`src/rtl/gate_bist_ctrl_pkg.sv`:
```
// Shared encodings for the gate BIST controller: FSM states and
// reference truth tables (bit i = y for {a,b}=i).
package gate_bist_ctrl_pkg;
  typedef enum logic [1:0] {
    IDLE   = 2'd0,
    WAIT   = 2'd1,
    SAMPLE = 2'd2,
    DONE   = 2'd3
  } bist_state_e;

  localparam logic [3:0] TT_AND  = 4'b1000;
  localparam logic [3:0] TT_OR   = 4'b1110;
  localparam logic [3:0] TT_NAND = 4'b0111;
  localparam logic [3:0] TT_NOR  = 4'b0001;
  localparam logic [3:0] TT_XOR  = 4'b0110;
  localparam logic [3:0] TT_XNOR = 4'b1001;

  localparam int CNT_W = 8;
endpackage

```
`src/rtl/gate_bist_ctrl_settle_timer.sv`:
```
// Settle timer: load restarts the count at 0, run advances it; expired is
// raised on the last of SETTLE cycles so the FSM leaves WAIT on that edge.
module settle_timer
  import gate_bist_ctrl_pkg::*;
#(
  parameter int SETTLE = 2
) (
  input  logic clk,
  input  logic rst,
  input  logic load,
  input  logic run,
  output logic expired
);
  logic [CNT_W-1:0] cnt;

  always_ff @(posedge clk or posedge rst) begin
    if (rst)       cnt <= '0;
    else if (load) cnt <= '0;
    else if (run)  cnt <= cnt + 1'b1;
  end

  assign expired = (cnt == CNT_W'(SETTLE - 1));
endmodule

```
`src/rtl/gate_bist_ctrl.sv`:
```
// Truth-table BIST controller for an external 2-input gate: walks {a,b}
// through 00..11, samples y after a settle window and reports pass/fail_vec.
module gate_bist_ctrl
  import gate_bist_ctrl_pkg::*;
#(
  parameter logic [3:0] EXPECT = TT_XNOR,
  parameter int         SETTLE = 2
) (
  input  logic       clk,
  input  logic       rst,
  input  logic       start,
  input  logic       y,
  output logic       a,
  output logic       b,
  output logic       busy,
  output logic       done,
  output logic       pass,
  output logic [3:0] fail_vec
);
  bist_state_e state;
  logic [1:0]  idx;
  logic        expired;
  logic        load;
  logic        run;
  logic        mis;

  // Counter restarts on sweep accept and on every vector advance out of SAMPLE.
  assign load = ((state == IDLE) && start) || (state == SAMPLE);
  assign run  = (state == WAIT);
  assign mis  = (y != EXPECT[idx]);

  settle_timer #(.SETTLE(SETTLE)) u_timer (
    .clk     (clk),
    .rst     (rst),
    .load    (load),
    .run     (run),
    .expired (expired)
  );

  always_ff @(posedge clk or posedge rst) begin
    if (rst) begin
      state    <= IDLE;
      idx      <= 2'd0;
      a        <= 1'b0;
      b        <= 1'b0;
      busy     <= 1'b0;
      done     <= 1'b0;
      pass     <= 1'b0;
      fail_vec <= 4'b0000;
    end else begin
      case (state)
        IDLE: begin
          done <= 1'b0;
          if (start) begin
            state    <= WAIT;
            idx      <= 2'd0;
            a        <= 1'b0;
            b        <= 1'b0;
            busy     <= 1'b1;
            pass     <= 1'b0;
            fail_vec <= 4'b0000;
          end
        end
        WAIT: if (expired) state <= SAMPLE;
        SAMPLE: begin
          if (mis) fail_vec[idx] <= 1'b1;
          if (idx != 2'd3) begin
            idx   <= idx + 2'd1;
            {a,b} <= idx + 2'd1;
            state <= WAIT;
          end else begin
            // Fold in this last sample since fail_vec updates on the same edge.
            pass  <= (fail_vec == 4'b0000) && !mis;
            busy  <= 1'b0;
            done  <= 1'b1;
            state <= DONE;
          end
        end
        DONE: begin
          done  <= 1'b0;
          state <= IDLE;
        end
        default: state <= IDLE;
      endcase
    end
  end
endmodule
```
`config.mk`:
```
export PLATFORM = sky130hd
export DESIGN_NAME = gate_bist_ctrl
export DESIGN_NICKNAME = d
export VERILOG_FILES = /design/src/rtl/gate_bist_ctrl_pkg.sv /design/src/rtl/gate_bist_ctrl_settle_timer.sv /design/src/rtl/gate_bist_ctrl.sv
export SDC_FILE = /design/constraint.sdc
export NUM_CORES = 1
export LEC_CHECK = 0
export CAP_MARGIN = 40
export CORE_MARGIN = 2
export CORE_UTILIZATION = 31
export DETAILED_ROUTE_END_ITERATION = 8
export GPL_TIMING_DRIVEN = 0
export MAX_ROUTING_LAYER = met4
export PLACE_DENSITY = 0.48
export SLEW_MARGIN = 10
export SYNTH_ARGS = -nofsm -noshare
export SYNTH_HDL_FRONTEND = slang
export SYNTH_HIERARCHICAL = 1
export SYNTH_SLANG_ARGS = --single-unit
```
`constraint.sdc`:
```
create_clock -name clk -period 2.57 [get_ports clk]
set_input_delay 0.771 -clock clk [delete_from_list [all_inputs] [get_ports clk]]
set_output_delay 0.771 -clock clk [all_outputs]
set_load 0.01 [all_outputs]
```
==> metrics.txt <==
# TYPE chip_impl_metric gauge
chip_impl_metric{name="post_detailed_route_via_to_cell_ratio",unit=""} 4.76
chip_impl_metric{name="timing.fmax",unit="MHz"} 468
chip_impl_metric{name="drt_first_iter_violations",unit=""} 36
chip_impl_metric{name="antenna_found_initial",unit=""} 0
chip_impl_metric{name="synthToLayoutAreaGrowth",unit="%"} 19.5
chip_impl_metric{name="drv_cap",unit=""} 0
chip_impl_metric{name="relSlewSlack",unit="%"} 68.4
chip_impl_metric{name="syn-num-nets",unit=""} 132
chip_impl_info{name="timing.critical_path.cells",value="clkdlybuf4s50_1 -> a21o_1 -> buf_4 -> o2111ai_4 -> or3_1 -> a21oi_1"} 1
chip_impl_metric{name="combPwrFrac",unit="%"} 53.2
chip_impl_info{name="holdCritStartpoint",value="pass"} 1
chip_impl_metric{name="critical_path_buf_inv_count",unit=""} 2
chip_impl_metric{name="critPathRequiredTime",unit="ps"} 2760
chip_impl_metric{name="mappedNetlistArea",unit="mm2"} 0.00116
chip_impl_metric{name="switching_share",unit="%"} 41.9
chip_impl_info{name="kind_of_path_behind_the_tightest_hold_check",value="reg2reg"} 1
chip_impl_metric{name="avgSynthCellArea",unit="um2"} 9.97
chip_impl_info{name="reg2reg_from",value="state[0]"} 1
chip_impl_metric{name="routedWlPerCell",unit="um"} 12.4
chip_impl_metric{name="antenna_diodes",unit=""} 0
chip_impl_metric{name="synth_cells",unit=""} 116
chip_impl_metric{name="finish.utilization",unit="%"} 38.0
chip_impl_metric{name="final_min_period_over_clock_period",unit="%"} 83.1
chip_impl_metric{name="holdBufCountCts",unit=""} 0
chip_impl_metric{name="share_seq_of_total_power",unit="%"} 32.7
chip_impl_metric{name="hold_depth",unit=""} 1
chip_impl_metric{name="clock_skew",unit="ps"} 1.47
chip_impl_metric{name="power_density",unit="mW/mm2"} 1110
chip_impl_metric{name="global_route.usage.total",unit="%"} 12.7
chip_impl_metric{name="net-switching-power",unit="uW"} 640
chip_impl_metric{name="post-synth-top-area-fraction",unit="%"} 41.1
chip_impl_metric{name="yosys.cell_types.count",unit=""} 32
chip_impl_metric{name="grt_remaining_overflow",unit=""} 0
chip_impl_metric{name="synth_seq_area_share",unit="%"} 41.1
chip_impl_metric{name="post-dp-hpwl",unit="mm"} 1.67
chip_impl_info{name="synth_largest_area_cell",value="dfrtp_1"} 1
chip_impl_metric{name="die_width",unit="um"} 65.1
chip_impl_metric{name="path_max_fanout",unit=""} 9
chip_impl_metric{name="max-vdd-ir-drop",unit="uV"} 503
chip_impl_metric{name="numCtsBuffers",unit=""} 3
chip_impl_info{name="cpLargestDelayFamily",value="buffers and inverters"} 1
chip_impl_metric{name="nNetsFinal",unit=""} 149
chip_impl_metric{name="regToRegSetupSlack",unit="ps"} 590
chip_impl_metric{name="yosys_register_bits",unit=""} 19
chip_impl_metric{name="timing.final.hold_violations",unit=""} 0
chip_impl_metric{name="setup-tns-final",unit="ps"} 0
chip_impl_metric{name="synth-async-reset-ratio",unit="%"} 100
chip_impl_info{name="timing.critical_path.slowest_stage_cell",value="clkdlybuf4s50_1"} 1
chip_impl_metric{name="clk_transition_reported_paths",unit="ps"} 70
chip_impl_metric{name="cts_htree_levels",unit=""} 1
chip_impl_info{name="critical_path.startpoint_type",value="input port"} 1
chip_impl_metric{name="dieHeight",unit="um"} 65.1
chip_impl_metric{name="grt_first_pass_wirelength",unit="mm"} 3.97
chip_impl_metric{name="static-leakage-power",unit="uW"} 0.000612
chip_impl_metric{name="first_global_vias",unit=""} 852
chip_impl_metric{name="rows",unit=""} 22
chip_impl_metric{name="report.final.setup_viol",unit=""} 0
chip_impl_metric{name="slew_viol_final",unit=""} 0
chip_impl_metric{name="share_of_final_layout_standard_cells_stronger_than_drive_strength_1",unit="%"} 9.09
chip_impl_info{name="tritoncts",value="built"} 1
chip_impl_metric{name="count_of_flip_flops_with_a_built_in_enable_after_synthesis",unit=""} 0
chip_impl_metric{name="die_area",unit="mm2"} 0.00423
chip_impl_metric{name="grt_start_max_net_pins",unit=""} 12
chip_impl_info{name="cts.root.buffer_cell",value="clkbuf_8"} 1
chip_impl_info{name="synthFlopType",value="dfrtp_1"} 1
chip_impl_metric{name="initial_utilization",unit="%"} 31.8
chip_impl_metric{name="worst-r2r-cell-count",unit=""} 8
chip_impl_info{name="synth.area.top_cells",value="dfrtp_1 41%, ha_1 13%, inv_1 4.2%, a21oi_1 3.0%, o2111ai_1 3.0%"} 1
chip_impl_metric{name="antenna_left",unit=""} 0
chip_impl_metric{name="cts_setup_buffers",unit=""} 0
chip_impl_info{name="outcome",value="finished, final reports clean"} 1
chip_impl_metric{name="period_needed",unit="ps"} 2140
chip_impl_metric{name="numClockSinks",unit=""} 19
chip_impl_metric{name="share_of_total_power_in_the_clock_network",unit="%"} 14.1
chip_impl_metric{name="arrival_worst_endpoint",unit="ps"} 2320
chip_impl_metric{name="critical_path_s_largest_stage_delay",unit="ps"} 550
chip_impl_metric{name="routabilityCongestion",unit=""} 0.785
chip_impl_metric{name="cellInternalPower",unit="uW"} 886
chip_impl_metric{name="worst_skew_pair.late_latency",unit="ps"} 260
chip_impl_metric{name="route.vias.total",unit=""} 857
chip_impl_metric{name="synth.yosys.warnings",unit=""} 6
chip_impl_metric{name="timing_worst_slew_pin_value",unit="ps"} 471
chip_impl_metric{name="totalWireLength",unit="mm"} 2.23
chip_impl_metric{name="drt_pass1_iterations",unit=""} 4
chip_impl_info{name="whs_endpoint",value="pass"} 1
chip_impl_metric{name="top_level_ports",unit=""} 13
chip_impl_info{name="r2r-end",value="u_timer/cnt[5]"} 1
chip_impl_info{name="crit_path_end_kind",value="flop"} 1
chip_impl_metric{name="drt_drc_violations_left",unit=""} 0
chip_impl_info{name="rsz0062_at_grt",value="false"} 1
chip_impl_info{name="critPathKind",value="in2reg"} 1
chip_impl_metric{name="port_buffers",unit=""} 12
chip_impl_metric{name="core_area",unit="mm2"} 0.00363
chip_impl_metric{name="cts-root-to-sink-buffers",unit=""} 2
chip_impl_metric{name="post_cts_resized",unit=""} 0
## Yosys cell counts (all sizes together) (3+ instances only)
cell      n
nor2      7
o21ai     5
xor2      3
nand2     5
buf       3
mux2      3
nand3     4
a21oi     7
a22oi     4
o2111ai   5
dfrtp    19
ha       12
or3       3
inv      13
## flip-flops by register name, summed over array words and instances (netlist names)
register / flops
u_timer/cnt: 8
busy: 1
state: 2
a: 1
pass: 1
done: 1
idx: 1
fail_vec: 4
## worst register-to-register path, stage by stage, from the launching register on
cell       delay (ps)
dfrtp_1           410
inv_1             140
ha_1              190
buf_2             210
a21o_1            110
buf_4             170
o2111ai_4         170
or3_1             380
a21oi_1           140
## routing by layer
layer  routed length, um  track usage, %
met1                1240            19.1
met2                 888            16.5
met3                  64            1.56
met4                  42            6.25
met5                   0               -
## kinds of logic (layout without fill, tap and decap cells)
family          Yosys count  count (layout)  synth area share, %
compound gates           28              28                 17.7
mux                       4               4                 3.79
flops                    19              19                 41.1
fa+ha+maj                12              12                 13.0
xor+xnor                  5               5                 3.79
buf+inv                  16              32                 5.74
simple gates             32              32                 14.8
## final cells by class
| cell class | count | area, um2 |
|---|---|---|
| plain buffers | 3 | 17.5 |
| well taps | 48 | 60.1 |
| flip-flops and latches | 19 | 475 |
| repair buffers | 12 | 120 |
| inverters | 13 | 48.8 |
| fillers | 386 | 2250 |
| multi-input cells | 81 | 614 |
| clock buffers | 4 | 45.0 |
## power by group through the flow
stage | combinational [uW] | sequential, uW | clock [uW]
CTS | 818 | 501 | 219
detailed placement | 817 | 505 | 0
floorplan | 554 | 512 | 0
global placement | 818 | 500 | 0
global route | 918 | 520 | 232
finish | 812 | 499 | 215
## cell usage in the layout (no fill, tap or decap), drive strengths merged, types with 3 or more instances in the layout
cell           netlist  final
dfrtp               19     19
inv                 13     13
ha                  12     12
clkdlybuf4s50        0     12
a21oi                7      7
nor2                 7      7
o21ai                5      5
nand2                5      5
o2111ai              5      5
nand3                4      4
a22oi                4      4
clkbuf               0      4
mux2                 3      3
or3                  3      3
xor2                 3      3
buf                  3      3
## metrics by stage
| stage | instances | hold slack (ps) | worst slack [ps] | total power (uW) | area [um2] |
|---|---|---|---|---|---|
| 3_5_place_dp | 176 | 489 | 161 | 1320 | 1340 |
| 2_1_floorplan | 116 | 500 | 807 | 1070 | 1160 |
| 3_3_place_gp | 176 | 495 | 181 | 1320 | 1340 |
| 4_1_cts | 180 | 518 | 437 | 1540 | 1380 |
| 5_1_grt | 180 | 543 | 290 | 1670 | 1380 |
| 6_report | 180 | 510 | 435 | 1530 | 1380 |
## worst max path at each step
stage | start | to | slack (ps) | cells past startpoint
6_report | start | u_timer/cnt[5] | 430 | 6
2_1_floorplan | state[0] | u_timer/cnt[5] | 810 | 8
3_5_place_dp | start | u_timer/cnt[5] | 160 | 6
5_1_grt | start | u_timer/cnt[7] | 290 | 6
3_3_place_gp | start | u_timer/cnt[5] | 180 | 6
4_1_cts | start | u_timer/cnt[5] | 440 | 6
Power figures use the tool's default switching activity.
